`src/rtl/ntt_butterfly_pipe_if.sv`:
```
// Operand/result bundle for the NTT butterfly pipeline.
// The master drives the operands and pipeline advance; the slave (the butterfly) returns results.
interface ntt_butterfly_pipe_if #(
  parameter int WIDTH = 16,
  parameter int TAG_W = 8
) ();
  logic             en;
  logic             in_valid;
  logic             mode;
  logic [WIDTH-1:0] a;
  logic [WIDTH-1:0] a_pair;
  logic [WIDTH-1:0] omega;
  logic [TAG_W-1:0] tag_in;
  logic [WIDTH-1:0] sum_out;
  logic [WIDTH-1:0] diff_out;
  logic [TAG_W-1:0] tag_out;
  logic             out_valid;
  logic             busy;

  modport master (
    output en, in_valid, mode, a, a_pair, omega, tag_in,
    input  sum_out, diff_out, tag_out, out_valid, busy
  );

  modport slave (
    input  en, in_valid, mode, a, a_pair, omega, tag_in,
    output sum_out, diff_out, tag_out, out_valid, busy
  );
endinterface

```
`src/rtl/ntt_butterfly_pipe.sv`:
```
// Five-stage Gentleman-Sande butterfly with Montgomery reduction.
// mode 0: sum = (a + a_pair) mod Q, diff = mont(omega * (a + 2Q - a_pair)).
// mode 1: sum = a_pair mod Q,       diff = mont(omega * a)  (pointwise multiply).
// Every register freezes while en is low; data registers load regardless of valid.
module ntt_butterfly_pipe #(
  parameter int WIDTH  = 16,
  parameter int Q      = 12289,
  parameter int R_BITS = 18,
  parameter int QINV   = 12287,
  parameter int TAG_W  = 8
) (
  input logic                 clk,
  input logic                 reset_n,
  ntt_butterfly_pipe_if.slave bus
);

  // u = T + m*Q needs room for R_BITS of zeros plus a result below 2Q.
  localparam int UW = R_BITS + WIDTH + 1;
  localparam logic [WIDTH-1:0]  Q_W     = WIDTH'(Q);
  localparam logic [WIDTH-1:0]  TWO_Q_W = WIDTH'(2 * Q);
  localparam logic [R_BITS-1:0] QINV_R  = R_BITS'(QINV);
  localparam logic [UW-1:0]     Q_U     = UW'(Q);

  logic [WIDTH-1:0]   d_pre, s_pre, s_half, s_red;
  logic [WIDTH-1:0]   d1, w1, s1, s2, s3, s4;
  logic [TAG_W-1:0]   tag1, tag2, tag3, tag4;
  logic               v1, v2, v3, v4;
  logic [2*WIDTH-1:0] t_prod, t2, t3;
  logic [R_BITS-1:0]  m_prod, m3;
  logic [UW-1:0]      u_sum, u4, t_shift;

  // Pre-adders and the two-step conditional reduction of the sum path.
  always_comb begin
    d_pre = bus.a;
    s_pre = bus.a_pair;
    if (!bus.mode) begin
      d_pre = bus.a + TWO_Q_W - bus.a_pair;
      s_pre = bus.a + bus.a_pair;
    end
    s_half = (s_pre >= TWO_Q_W) ? s_pre - TWO_Q_W : s_pre;
    s_red  = (s_half >= Q_W) ? s_half - Q_W : s_half;
  end

  assign t_prod  = {{WIDTH{1'b0}}, d1} * {{WIDTH{1'b0}}, w1};
  assign m_prod  = t2[R_BITS-1:0] * QINV_R;
  assign u_sum   = {{(UW-2*WIDTH){1'b0}}, t3} + {{(UW-R_BITS){1'b0}}, m3} * Q_U;
  assign t_shift = u4 >> R_BITS;

  // Pipeline registers: pre-add, multiply, m, u, final correction with matched sideband delay.
  always_ff @(posedge clk or negedge reset_n) begin
    if (!reset_n) begin
      d1 <= '0; w1 <= '0; s1 <= '0; s2 <= '0; s3 <= '0; s4 <= '0;
      tag1 <= '0; tag2 <= '0; tag3 <= '0; tag4 <= '0;
      v1 <= 1'b0; v2 <= 1'b0; v3 <= 1'b0; v4 <= 1'b0;
      t2 <= '0; t3 <= '0; m3 <= '0; u4 <= '0;
      bus.sum_out   <= '0;
      bus.diff_out  <= '0;
      bus.tag_out   <= '0;
      bus.out_valid <= 1'b0;
    end else if (bus.en) begin
      d1   <= d_pre;
      w1   <= bus.omega;
      s1   <= s_red;
      tag1 <= bus.tag_in;
      v1   <= bus.in_valid;

      t2   <= t_prod;
      s2   <= s1;
      tag2 <= tag1;
      v2   <= v1;

      t3   <= t2;
      m3   <= m_prod;
      s3   <= s2;
      tag3 <= tag2;
      v3   <= v2;

      u4   <= u_sum;
      s4   <= s3;
      tag4 <= tag3;
      v4   <= v3;

      bus.diff_out  <= WIDTH'((t_shift >= Q_U) ? t_shift - Q_U : t_shift);
      bus.sum_out   <= s4;
      bus.tag_out   <= tag4;
      bus.out_valid <= v4;
    end
  end

  // Anything still in flight or being presented keeps busy high.
  assign bus.busy = v1 | v2 | v3 | v4 | bus.out_valid;

endmodule

```
`src/flat_wrapper.sv`:
```
// flat-port wrapper written by rule: the top's interface ports become plain ports
module ntt_butterfly_pipe_flat 
#(
  parameter int WIDTH  = 16,
  parameter int Q      = 12289,
  parameter int R_BITS = 18,
  parameter int QINV   = 12287,
  parameter int TAG_W  = 8
)
  (clk, reset_n, bus_en, bus_in_valid, bus_mode, bus_a, bus_a_pair, bus_omega, bus_tag_in, bus_sum_out, bus_diff_out, bus_tag_out, bus_out_valid, bus_busy);
  ntt_butterfly_pipe_if #(.WIDTH(WIDTH), .TAG_W(TAG_W)) bus_i ();
  input logic clk;
  input logic reset_n;
  input wire logic [$bits(bus_i.en)-1:0] bus_en;
  input wire logic [$bits(bus_i.in_valid)-1:0] bus_in_valid;
  input wire logic [$bits(bus_i.mode)-1:0] bus_mode;
  input wire logic [$bits(bus_i.a)-1:0] bus_a;
  input wire logic [$bits(bus_i.a_pair)-1:0] bus_a_pair;
  input wire logic [$bits(bus_i.omega)-1:0] bus_omega;
  input wire logic [$bits(bus_i.tag_in)-1:0] bus_tag_in;
  output wire logic [$bits(bus_i.sum_out)-1:0] bus_sum_out;
  output wire logic [$bits(bus_i.diff_out)-1:0] bus_diff_out;
  output wire logic [$bits(bus_i.tag_out)-1:0] bus_tag_out;
  output wire logic [$bits(bus_i.out_valid)-1:0] bus_out_valid;
  output wire logic [$bits(bus_i.busy)-1:0] bus_busy;
  assign bus_i.en = bus_en;
  assign bus_i.in_valid = bus_in_valid;
  assign bus_i.mode = bus_mode;
  assign bus_i.a = bus_a;
  assign bus_i.a_pair = bus_a_pair;
  assign bus_i.omega = bus_omega;
  assign bus_i.tag_in = bus_tag_in;
  assign bus_sum_out = bus_i.sum_out;
  assign bus_diff_out = bus_i.diff_out;
  assign bus_tag_out = bus_i.tag_out;
  assign bus_out_valid = bus_i.out_valid;
  assign bus_busy = bus_i.busy;
  ntt_butterfly_pipe #(.WIDTH(WIDTH), .Q(Q), .R_BITS(R_BITS), .QINV(QINV), .TAG_W(TAG_W)) u_core (.clk(clk), .reset_n(reset_n), .bus(bus_i));
endmodule
```
`config.mk`:
```
export PLATFORM = sky130hd
export DESIGN_NAME = ntt_butterfly_pipe_flat
export DESIGN_NICKNAME = d
export VERILOG_FILES = /design/src/rtl/ntt_butterfly_pipe_if.sv /design/src/rtl/ntt_butterfly_pipe.sv /design/src/flat_wrapper.sv
export SDC_FILE = /design/constraint.sdc
export NUM_CORES = 1
export LEC_CHECK = 0
export BUFFER_PORTS_ARGS = -buffer_cell sky130_fd_sc_hd__buf_2
export CORE_MARGIN = 2
export CORE_UTILIZATION = 65
export CTS_CLUSTER_SIZE = 24
export DETAILED_ROUTE_END_ITERATION = 12
export GPL_TIMING_DRIVEN = 1
export PLACE_DENSITY = 0.94
export SLEW_MARGIN = 20
export SYNTH_ARGS = -nofsm -noshare
export SYNTH_HDL_FRONTEND = slang
export SYNTH_SLANG_ARGS = --single-unit
```
`constraint.sdc`:
```
create_clock -name clk -period 8.3 [get_ports clk]
set_input_delay 1.245 -clock clk [delete_from_list [all_inputs] [get_ports clk]]
set_output_delay 1.245 -clock clk [all_outputs]
set_load 0.005 [all_outputs]
```
# ---- After elaboration in Yosys (flattened, before gate mapping)
# Cells that the tools add are included.
dict set report classes {
  bitwise 4
  n_mux 5
  add_sub_neg 7
  order_cmp 3
  multipliers 3
}
# operator n
set ops {}
lappend ops {{$mux W16} 5}
lappend ops {{$add A32 B32 Y33} 1}
lappend ops {{$mul A16 B16 Y32} 1}
lappend ops {{$mul A18 B14 Y32 const B} 1}
lappend ops {{$mul A18 B14 Y18 const B} 1}
lappend ops {{$add A16 B15 Y16 const B} 1}
lappend ops {{$add A16 B16 Y16} 1}
lappend ops {{$ge A16 B14 Y1 const B} 1}
lappend ops {{$ge A16 B15 Y1 const B} 1}
lappend ops {{$sub A15 B14 Y16 const B} 1}
lappend ops {{$sub A16 B14 Y16 const B} 1}
lappend ops {{$sub A16 B15 Y16 const B} 1}
lappend ops {{$sub A16 B16 Y16} 1}
lappend ops {{$ge A15 B14 Y1 const B} 1}
lappend ops {{$or A1 B1 Y1} 4}
dict set report totals {
  regBits 288
  inputBits 61
}

# ---- Logic depth before layout (Yosys ltp)
# Gate-level depths: netlist of run 1.
dict set report logic_depth {
  word_depth 6
  mapped_depth 27
}

# ---- Worst setup path after synthesis of run 1
# Ideal clock, no wire load.
dict set report synth_timing {
  path_kind {flip-flop to flip-flop}
  from {reg u_core.d1[13]}
  to {reg u_core.t2[29]}
  stages_incl_launch_ff 23
  arrival_time_ns 6.217
  slack_ns 1.958
  synth_period_minus_slack_ns 6.342
  required_ns 8.175
  setup_time_ns 0.125
  path_cell_list {dfrtp_1 clkbuf_1 clkbuf_1 nand2_1 fa_1 fa_1 fa_1 inv_1 fa_1 fa_1 inv_1 fa_1 inv_1 ha_1 or3_1 a311o_1 nand3_1 nand2_1 a41o_1 a2111oi_0 o21bai_1 xor2_1 mux2_2}
}
dict set report synth_between {
  elab_chain_len 1
}
# element line
set synth_lines {}
lappend synth_lines {{from (decl)} ntt_butterfly_pipe.sv:25} ;# logic [WIDTH-1:0] d1, w1, s1, s2, s3, s4;
lappend synth_lines {{from (signal assigned)} ntt_butterfly_pipe.sv:61} ;# d1 <= d_pre;
lappend synth_lines {{$mul A16 B16 Y32} ntt_butterfly_pipe.sv:44} ;# assign t_prod = {{WIDTH{1'b0}}, d1} * {{WIDTH{1'b0}}, w1};
lappend synth_lines {{to (signal assigned)} ntt_butterfly_pipe.sv:67} ;# t2 <= t_prod;
lappend synth_lines {{to (decl)} ntt_butterfly_pipe.sv:28} ;# logic [2*WIDTH-1:0] t_prod, t2, t3;
# No other way between the ends.
# A chain may end at the register's enable or synchronous reset.

# ---- Worst setup path after layout of run 1
dict set report layout_timing {
  from {reg u_core.d1[9]}
  to {reg u_core.t2[30]}
}
# The elaborated chain is that of the path after synthesis.

==> reports/qor.txt, run 1 <==
Worst EP arrival - 7.69 ns
CP Buf/Inv Count - 1
Starting density of the core - 66.2%
Worst slew pin tran - 0.916 ns
Clk_lat worst skew - 0.62 ns
Crit path launch type - flop
Worst R2R Setup Slack - 1.11 ns
Routed len/inst - 19.8 um
Cell Area, Synth - 27900 sq um
Slew headroom - 38.9%
WL final - 67100 um
Cts repair resizes - 0
CTS Hold Bufs - 0
Total CTS buffers - 30
Die Width - 211 um
Design Area, Final - 29900 sq um
Yosys warns - 0
Synth Instances - 2779
Number of antenna violations at the first check in global routing - 0
ANT cells - 0
Antenna viol nets, final - 0
H-tree levels - 1
Router iterations before antenna repair - 8
Drt drc - 0
Setup TNS - 0 ns
Vias post-DR - 20453
Min Clock Period, post-route - 7.19 ns
Largest net degree at the start of global routing - 190
Core area - 42200 sq um
RSZ-0062 raised after global routing - no
Post-layout util - 70.8%
Worst Hold Class - flop to flop
Die area - 44700 sq um
Setup Viol. Count Final - 0
Layout area overhead - 7.01%
Via-to-Cell Ratio - 6.03
Worst-path cell with the longest stage delay - dfrtp_1
Final period util - 86.6%
Register area share after synthesis - 24.1%
Worst-path clk slew - 0.07 ns
Post-synthesis register bit count - 269
Syn Area/Cell - 10.1 sq um
CTS max path bufs - 3
1st-iter DRT viols - 1351
Post-CTS Setup Bufs - 0
Num rows - 75
Global router's overall resource usage - 31.9%
I/O pins - 103
Vias in the first global route - 22683
CTS root buf - clkbuf_16
Setup CP Type - flop to flop
Yosys cell types - 92
CTS tree - yes
Port Buffers - 102
Setup crit end kind - flop
Status - finished, final reports clean
Async S/R FF share, synth - 100%
Synth Net Count - 3477
Max Fclk - 139 MHz
CP Max Fanout - 17
Fin. max-slew vios - 0
Gr ovfl total - 0
Die Y - 211 um
Post-synth EDFFs - 0
Max Cap Violations - 0
Share of layout cells above drive strength 1 - 13.6%
Hpwl dp - 49800 um
Most frequent cell on the critical path - fa_1
Largest stage delay on the critical path - 0.81 ns
Fin nets - 3528
CP top delay family - adder cells
Final Hold Viols - 0
First-pass GRT wire length - 113000 um
CP required - 8.80 ns
Gpl congestion - 0.964
Worst-path cell chain - nand2_1, fa_1, fa_1, fa_1, fa_1, inv_1, fa_1, fa_1, ha_1, and2_1, nand3_1, o31ai_1, a41oi_1, a31oi_1, nand4_1, a31oi_1, o21ai_0, xnor2_1, mux2_2
Synth Flop Type - dfrtp_1
Clk_skew - 0.0388 ns
CTS sink cnt - 269
DP Area - 28900 sq um
==> worst reg2reg max path, cell delays in order (launching register included) <==
cell and delay (ns):
dfrtp_1 0.81, nand2_1 0.19, fa_1 0.53, fa_1 0.58, fa_1 0.45, fa_1 0.55, inv_1 0.05, fa_1 0.52
fa_1 0.44, ha_1 0.36, and2_1 0.26, nand3_1 0.13, o31ai_1 0.37, a41oi_1 0.32, a31oi_1 0.46, nand4_1 0.21
a31oi_1 0.28, o21ai_0 0.18, xnor2_1 0.15, mux2_2 0.26
==> cell usage after synthesis (70+ instances only) <==
| library cell | number | share of area [%] |
|---|---|---|
| inv_1 | 456 | 6.1 |
| ha_1 | 339 | 15 |
| fa_1 | 298 | 21 |
| dfrtp_1 | 269 | 24 |
| nand2_1 | 250 | 3.4 |
| mux2_2 | 190 | 7.7 |
| and2_1 | 124 | 2.8 |
| a21oi_1 | 107 | 1.9 |
| nor2_1 | 105 | 1.4 |
| xnor2_1 | 85 | 2.7 |
| clkbuf_1 | 77 | 1.0 |
| o21ai_0 | 70 | 1.3 |
==> area by class of cell <==
cell class | count | area (sq um)
multi-input combinational | 1966 | 19200
fill | 2855 | 12300
sequential | 269 | 6730
inverter | 457 | 1720
clock buffer | 36 | 803
tap | 539 | 674
timing repair buffer | 106 | 586
clock inverter | 18 | 231
==> sequential cells by signal (all words and copies together), names as in the netlist, 16 cells and up <==
| signal | cells |
|---|---|
| u_core.t2 | 32 |
| u_core.t3 | 31 |
| u_core.m3 | 18 |
| u_core.bus.diff_out | 16 |
| u_core.bus.sum_out | 16 |
| u_core.d1 | 16 |
| u_core.s1 | 16 |
| u_core.s2 | 16 |
| u_core.s3 | 16 |
| u_core.s4 | 16 |
| u_core.w1 | 16 |
==> per-stage QoR <==
step           hold WS [ns]  std cells  setup WS [ns]
2_1_floorplan         0.446       2779           1.96
3_3_place_gp          0.465       3337           1.61
3_5_place_dp          0.472       3337           1.38
4_1_cts               0.477       3391           1.21
5_1_grt               0.504       3391          0.844
6_report              0.481       3391           1.11
==> placed cells by master, fill, tap and decap left out, types with 15 or more instances in the layout <==
master | Yosys | final
inv_1 | 456 | 456
ha_1 | 339 | 339
fa_1 | 298 | 298
dfrtp_1 | 269 | 269
nand2_1 | 250 | 250
mux2_2 | 190 | 190
and2_1 | 124 | 124
a21oi_1 | 107 | 107
nor2_1 | 105 | 105
buf_2 | 2 | 100
xnor2_1 | 85 | 85
o21ai_0 | 70 | 70
nand3_1 | 32 | 32
nor3_1 | 30 | 30
clkbuf_16 | 0 | 30
a21o_1 | 27 | 27
xor2_1 | 20 | 20
mux2i_1 | 17 | 17
nor2b_1 | 16 | 16
o21a_1 | 15 | 15
==> path summary, 6_finish.rpt <==
check / from / end / cells after the start
max: u_core.d1[9]$_DFFE_PN0P_ / u_core.t2[30]$_DFFE_PN0P_ / 19
min: u_core.t2[27]$_DFFE_PN0P_ / u_core.t3[27]$_DFFE_PN0P_ / 2
max reg2reg: u_core.d1[9]$_DFFE_PN0P_ / u_core.t2[30]$_DFFE_PN0P_ / 19
min reg2reg: u_core.t2[27]$_DFFE_PN0P_ / u_core.t3[27]$_DFFE_PN0P_ / 2
max in group asynchronous: reset_n / u_core.w1[6]$_DFFE_PN0P_ / 2
min in group asynchronous: reset_n / u_core.bus.tag_out[5]$_DFFE_PN0P_ / 1
==> metal layers <==
metal	wire (um)	global-route usage [%]	vias up
met1	26200	39.0	10226
met2	33900	56.0	756
met4	3460	15.1	0
met3	3550	4.33	243
met5	0	0	-
li1	-	-	9228
==> logic make-up after synthesis <==
family                   synth area share, %
AND/OR/NAND/NOR                         11.4
adder cells (fa/ha/maj)                 36.5
buffers and inverters                   7.35
AO/OA/AOI/OAI                           8.98
flip-flops                              24.1
multiplexers                            8.32
XOR/XNOR                                3.29
Power of run 1 is left out: the tool's default activity adds up to more than one toggle a clock period on the data nets, which glitch-free logic cannot reach.
==> run 2: changes to the inputs <==
- CORE_UTILIZATION: 65 -> 35
- PLACE_DENSITY: 0.94 -> 0.61
==> run 2 against run 1 <==
Compared with the run above: core utilization down 32 points; die area up 84%; non-clock buffer count increased by 2; clock skew fell by 0.019 ns; clock-buffer cell count up 9; critical path depth up 3; fmax is 5.6% higher; register-to-register slack improved by 0.38 ns.
==> reports/qor.txt, run 2 (synthesis results as in run 1) <==
Status - finished, final reports clean (unchanged)
Post-CTS Setup Bufs - 0 (unchanged)
FF/Latch Area - 6730 sq um (unchanged)
Worst slew pin tran - 1.02 ns (was 0.916 ns)
Setup TNS - 0 ns (unchanged)
Largest stage delay on the critical path - 0.72 ns (was 0.81 ns)
Starting density of the core - 35.4% (was 66.2%)
CTS Hold Bufs - 0 (unchanged)
Share of layout cells above drive strength 1 - 13.8% (was 13.6%)
Largest net degree at the start of global routing - 173 (was 190)
Vias post-DR - 19059 (was 20453)
Min Clock Period, post-route - 6.81 ns (was 7.19 ns)
Cts repair resizes - 0 (unchanged)
Worst-path clk slew - 0.06 ns (was 0.07 ns)
Max Fclk - 147 MHz (was 139 MHz)
Slew headroom - 32.2% (was 38.9%)
CTS root buf - clkbuf_16 (unchanged)
Hpwl dp - 47600 um (was 49800 um)
Grt peak-use layer - met2 (unchanged)
Core area - 79000 sq um (was 42200 sq um)
1st-iter DRT viols - 805 (was 1351)
Setup Viol. Count Final - 0 (unchanged)
Fillers - 7868 (was 2855)
Clk_skew - 0.0201 ns (was 0.0388 ns)
Final Hold Viols - 0 (unchanged)
Fin nets - 3535 (was 3528)
Num rows - 103 (was 75)
Worst Hold Class - flop to flop (unchanged)
CTS sink cnt - 269 (unchanged)
GR Util met2 - 26.5% (was 56.0%)
Number of antenna violations at the first check in global routing - 1 (was 0)
Commonest non-fill, non-tap cell in the layout - inv_1 (unchanged)
Fin. max-slew vios - 0 (unchanged)
CP Max Fanout - 17 (unchanged)
I/O pins - 103 (unchanged)
Max reg flops - 32 (unchanged)
Most frequent cell on the critical path - fa_1 (unchanged)
Total CTS buffers - 35 (was 30)
Die area - 82100 sq um (was 44700 sq um)
Die Y - 287 um (was 211 um)
CP top delay family - adder cells (unchanged)
CTS tree - yes (unchanged)
First-pass GRT wire length - 104000 um (was 113000 um)
Final period util - 82.0% (was 86.6%)
Via-to-Cell Ratio - 4.87 (was 6.03)
M3 GR Usage - 2.09% (was 4.33%)
Vias in the first global route - 20226 (was 22683)
H-tree levels - 2 (was 1)
Router iterations before antenna repair - 5 (was 8)
ANT cells - 0 (unchanged)
Max Cap Violations - 0 (unchanged)
Antenna viol nets, final - 0 (unchanged)
Met1 GRT Util - 20.4% (was 39.0%)
Die Width - 287 um (was 211 um)
Top reg by flops - u_core.t2 (unchanged)
Most frequent cells in the layout - inv_1 (455), ha_1 (339), fa_1 (298), dfrtp_1 (269), nand2_1 (250) (was inv_1 (456), ha_1 (339), fa_1 (298), dfrtp_1 (269), nand2_1 (250))
Port Buffers - 102 (unchanged)
CP required - 8.73 ns (was 8.80 ns)
Clk_lat worst skew - 0.56 ns (was 0.62 ns)
Multi-input logic area - 19200 sq um (unchanged)
Worst-path cell with the longest stage delay - dfrtp_1 (unchanged)
Worst EP arrival - 7.24 ns (was 7.69 ns)
Crit path launch type - flop (unchanged)
Global router's overall resource usage - 15.5% (was 31.9%)
CP Buf/Inv Count - 5 (was 1)
Layout area overhead - 9.73% (was 7.01%)
Worst-path cell chain - nand2_1, fa_1, inv_1, fa_1, inv_1, fa_1, inv_1, fa_1, fa_1, inv_1, fa_1, inv_1, ha_1, or3_1, a311o_1, nand3_1, nand2_1, a41o_1, a2111oi_0, o21bai_1, xor2_1, mux2_2 (was nand2_1, fa_1, fa_1, fa_1, fa_1, inv_1, fa_1, fa_1, ha_1, and2_1, nand3_1, o31ai_1, a41oi_1, a31oi_1, nand4_1, a31oi_1, o21ai_0, xnor2_1, mux2_2)
WL final - 60400 um (was 67100 um)
RSZ-0062 raised after global routing - no (unchanged)
Setup CP Type - flop to flop (unchanged)
Top Registers - u_core.t2 (32), u_core.t3 (31), u_core.m3 (18) (unchanged)
Setup crit end kind - flop (unchanged)
Gr ovfl total - 0 (unchanged)
CTS max path bufs - 3 (unchanged)
Routed len/inst - 15.4 um (was 19.8 um)
Drt drc - 0 (unchanged)
Gpl congestion - 0.866 (was 0.964)
-- run 2: per-stage QoR --
stage / instances / instance area [sq um] / worst slack (ns) / hold WS [ns] / utilization, %
global placement: 3850 / 29500 / 1.55 / 0.468 / 37.3
detailed placement: 3850 / 29500 / 1.46 / 0.469 / 37.3
CTS: 3911 / 30700 / 1.45 / 0.484 / 38.8
global route: 3911 / 30700 / 0.989 / 0.506 / 38.8
finish: 3911 / 30700 / 1.49 / 0.479 / 38.8
floorplan: 2779 / 27900 / 1.96 / 0.446 / -
-- run 2: area by class of cell --
type | count | share of cell area [%]
tap | 1050 | 4.29
clock inverter | 16 | 0.649
clock buffer | 45 | 3.11
sequential | 269 | 22.0
multi-input combinational | 1966 | 62.5
inverter | 457 | 5.60
timing repair buffer | 108 | 1.92
-- run 2: worst register-to-register path, stage by stage, from the launching register on --
cell	delay (ns)
dfrtp_1	0.72
nand2_1	0.17
fa_1	0.56
inv_1	0.05
fa_1	0.50
inv_1	0.05
fa_1	0.53
inv_1	0.05
fa_1	0.48
fa_1	0.50
inv_1	0.05
fa_1	0.47
inv_1	0.04
ha_1	0.22
or3_1	0.36
a311o_1	0.32
nand3_1	0.11
nand2_1	0.12
a41o_1	0.30
a2111oi_0	0.55
o21bai_1	0.14
xor2_1	0.16
mux2_2	0.26
-- run 2: per-layer routing --
metal | vias to the layer above | wire length, um
li1 | 9235 | -
met1 | 9489 | 27600
met2 | 244 | 29100
met3 | 91 | 1990
met4 | 0 | 1680
met5 | - | 0
-- run 2: final timing paths --
| kind | startpoint | end | slack, ns | cells past startpoint |
|---|---|---|---|---|
| max | u_core.d1[7]$_DFFE_PN0P_ | u_core.t2[29]$_DFFE_PN0P_ | 1.49 | 22 |
| min | u_core.t2[21]$_DFFE_PN0P_ | u_core.t2[21]$_DFFE_PN0P_ | 0.48 | 1 |
| max reg2reg | u_core.d1[7]$_DFFE_PN0P_ | u_core.t2[29]$_DFFE_PN0P_ | 1.49 | 22 |
| min reg2reg | u_core.t2[21]$_DFFE_PN0P_ | u_core.t2[21]$_DFFE_PN0P_ | 0.48 | 1 |
| max in group asynchronous | reset_n | u_core.w1[3]$_DFFE_PN0P_ | 6.09 | 2 |
| min in group asynchronous | reset_n | u_core.bus.sum_out[8]$_DFFE_PN0P_ | 0.74 | 1 |
Power of run 2 is left out for the same reason.
==> run 3: changes to the inputs <==
- clock period: 8.3 -> 7 ns (I/O delays scaled with it)
==> run 3 against run 2 <==
Compared with the run above: die area unchanged; sequential cell count stayed put; clock-buffer cell count up 1; highest routed layer unchanged; via count is 0.48% higher; clock skew about the same; critical path depth decreased by 1.
==> reports/qor.txt, run 3 (synthesis results as in run 1) <==
Status - finished, final reports clean (unchanged)
Largest net degree at the start of global routing - 178 (was 173)
Via-to-Cell Ratio - 4.86 (was 4.87)
Max reg flops - 32 (unchanged)
Max Cap Violations - 0 (unchanged)
CTS max path bufs - 3 (unchanged)
Setup Viol. Count Final - 0 (unchanged)
H-tree levels - 2 (unchanged)
Worst-path cell chain - and2_1, fa_1, inv_1, fa_1, fa_1, fa_1, inv_1, fa_1, fa_1, ha_1, and2_1, nand3_1, a21bo_2, o31ai_1, a41oi_1, a31oi_1, nand4_1, a31oi_1, o21ai_0, xnor2_1, mux2_2 (was nand2_1, fa_1, inv_1, fa_1, inv_1, fa_1, inv_1, fa_1, fa_1, inv_1, fa_1, inv_1, ha_1, or3_1, a311o_1, nand3_1, nand2_1, a41o_1, a2111oi_0, o21bai_1, xor2_1, mux2_2)
Drt drc - 0 (unchanged)
First-pass GRT wire length - 105000 um (was 104000 um)
Die Width - 287 um (unchanged)
I/O pins - 103 (unchanged)
Layout area overhead - 10.6% (was 9.73%)
Gpl congestion - 0.910 (was 0.866)
Die Y - 287 um (unchanged)
Router iterations before antenna repair - 5 (unchanged)
Min Clock Period, post-route - 6.67 ns (was 6.81 ns)
Hpwl dp - 48900 um (was 47600 um)
Top Registers - u_core.t2 (32), u_core.t3 (31), u_core.m3 (18) (unchanged)
CP required - 7.43 ns (was 8.73 ns)
Worst-path cell with the longest stage delay - dfrtp_1 (unchanged)
Global router's overall resource usage - 15.8% (was 15.5%)
Setup TNS - 0 ns (unchanged)
Setup crit end kind - flop (unchanged)
Worst-path clk slew - 0.06 ns (about the same)
Antenna viol nets, final - 0 (unchanged)
CTS tree - yes (unchanged)
Die area - 82100 sq um (unchanged)
Commonest non-fill, non-tap cell in the layout - inv_1 (unchanged)
Port Buffers - 102 (unchanged)
Fin. max-slew vios - 0 (unchanged)
Vias in the first global route - 20256 (was 20226)
Starting density of the core - 35.4% (unchanged)
1st-iter DRT viols - 1004 (was 805)
Fin nets - 3560 (was 3535)
WL final - 62400 um (was 60400 um)
Post-CTS Setup Bufs - 0 (unchanged)
Max Fclk - 150 MHz (was 147 MHz)
Routed len/inst - 15.8 um (was 15.4 um)
Final period util - 95.3% (was 82.0%)
Worst Hold Class - flop to flop (unchanged)
Worst EP arrival - 7.11 ns (was 7.24 ns)
Most frequent cell on the critical path - fa_1 (unchanged)
Number of antenna violations at the first check in global routing - 1 (unchanged)
Non-filler instance count after layout - 3938 (was 3911)
Largest stage delay on the critical path - 0.59 ns (was 0.72 ns)
Gr ovfl total - 0 (unchanged)
Clk_lat worst skew - 0.56 ns (about the same)
Final Hold Viols - 0 (unchanged)
Worst slew pin tran - 0.976 ns (was 1.02 ns)
CTS sink cnt - 269 (unchanged)
Top reg by flops - u_core.t2 (unchanged)
Most frequent cells in the layout - inv_1 (455), ha_1 (339), fa_1 (298), dfrtp_1 (268), nand2_1 (250) (was inv_1 (455), ha_1 (339), fa_1 (298), dfrtp_1 (269), nand2_1 (250))
CTS Hold Bufs - 0 (unchanged)
RSZ-0062 raised after global routing - no (unchanged)
Share of layout cells above drive strength 1 - 14.6% (was 13.8%)
CP Max Fanout - 17 (unchanged)
Num rows - 103 (unchanged)
Crit path launch type - flop (unchanged)
Setup CP Type - flop to flop (unchanged)
Total CTS buffers - 35 (unchanged)
Core area - 79000 sq um (unchanged)
Clk_skew - 0.0202 ns (was 0.0201 ns)
Vias post-DR - 19151 (was 19059)
Number of cells after detailed placement - 3875 (was 3850)
CTS root buf - clkbuf_16 (unchanged)
Slew headroom - 34.9% (was 32.2%)
[run 3: cell types whose count changed in the layout (fill, tap and decap cells not counted), sizes merged]
cell,change
buf,+25
diode,+1
clkbuf,+1
clkinv,-5
inv,+2
clkinvlp,+3
[run 3: final timing paths]
check / start / endpoint / slack (ns) / cells past startpoint
setup / recovery: u_core.w1[5]$_DFFE_PN0P_ / u_core.t2[30]$_DFFE_PN0P_ / 0.33 / 21
hold / removal: u_core.t2[21]$_DFFE_PN0P_ / u_core.t2[21]$_DFFE_PN0P_ / 0.48 / 1
min in group asynchronous: reset_n / u_core.s4[8]$_DFFE_PN0P_ / 0.51 / 1
hold reg to reg: u_core.t2[21]$_DFFE_PN0P_ / u_core.t2[21]$_DFFE_PN0P_ / 0.48 / 1
setup reg to reg: u_core.w1[5]$_DFFE_PN0P_ / u_core.t2[30]$_DFFE_PN0P_ / 0.33 / 21
max in group asynchronous: reset_n / u_core.w1[2]$_DFFE_PN0P_ / 5.01 / 2
[run 3: metrics by stage]
stage	setup WS [ns]	util [%]	cell area, sq um	hold slack, ns
2_1_floorplan	0.658	-	27900	0.446
3_3_place_gp	0.398	37.6	29700	0.464
3_5_place_dp	0.338	37.6	29700	0.473
4_1_cts	0.318	39.1	30900	0.487
5_1_grt	0.00515	39.1	30900	0.501
6_report	0.328	39.1	30900	0.482
[run 3: area by class of cell]
class	instances	area, sq um
fill	7777	48100
multi-input combinational	1966	19200
tap	1050	1310
clock inverter	16	225
clock buffer	46	957
antenna	1	2.50
sequential	269	6730
timing repair buffer	133	788
inverter	457	1720
[run 3: worst max-delay path, delay by kind of cell (launching register included)]
family / cells / cell delay (ns)
buf+inv: 2 / 0.11
flops: 1 / 0.59
simple gates: 4 / 0.80
compound gates: 6 / 1.37
mux: 1 / 0.26
fa+ha+maj: 7 / 3.26
xor+xnor: 1 / 0.15
[run 3: layer usage]
metal / track usage, % / vias to the layer above / part of all wire (%)
met5: 0 / - / 0
met3: 2.24 / 97 / 3.3
li1: - / 9291 / -
met2: 26.9 / 282 / 48
met4: 5.13 / 0 / 3.4
met1: 20.8 / 9481 / 45
[run 3: what timing repair did]
action	4_1_cts	5_1_grt
setup endpoints to repair	0	1
endpoints found under the hold margin	0	0
resized for setup	0	2
Power of run 3 is left out for the same reason.
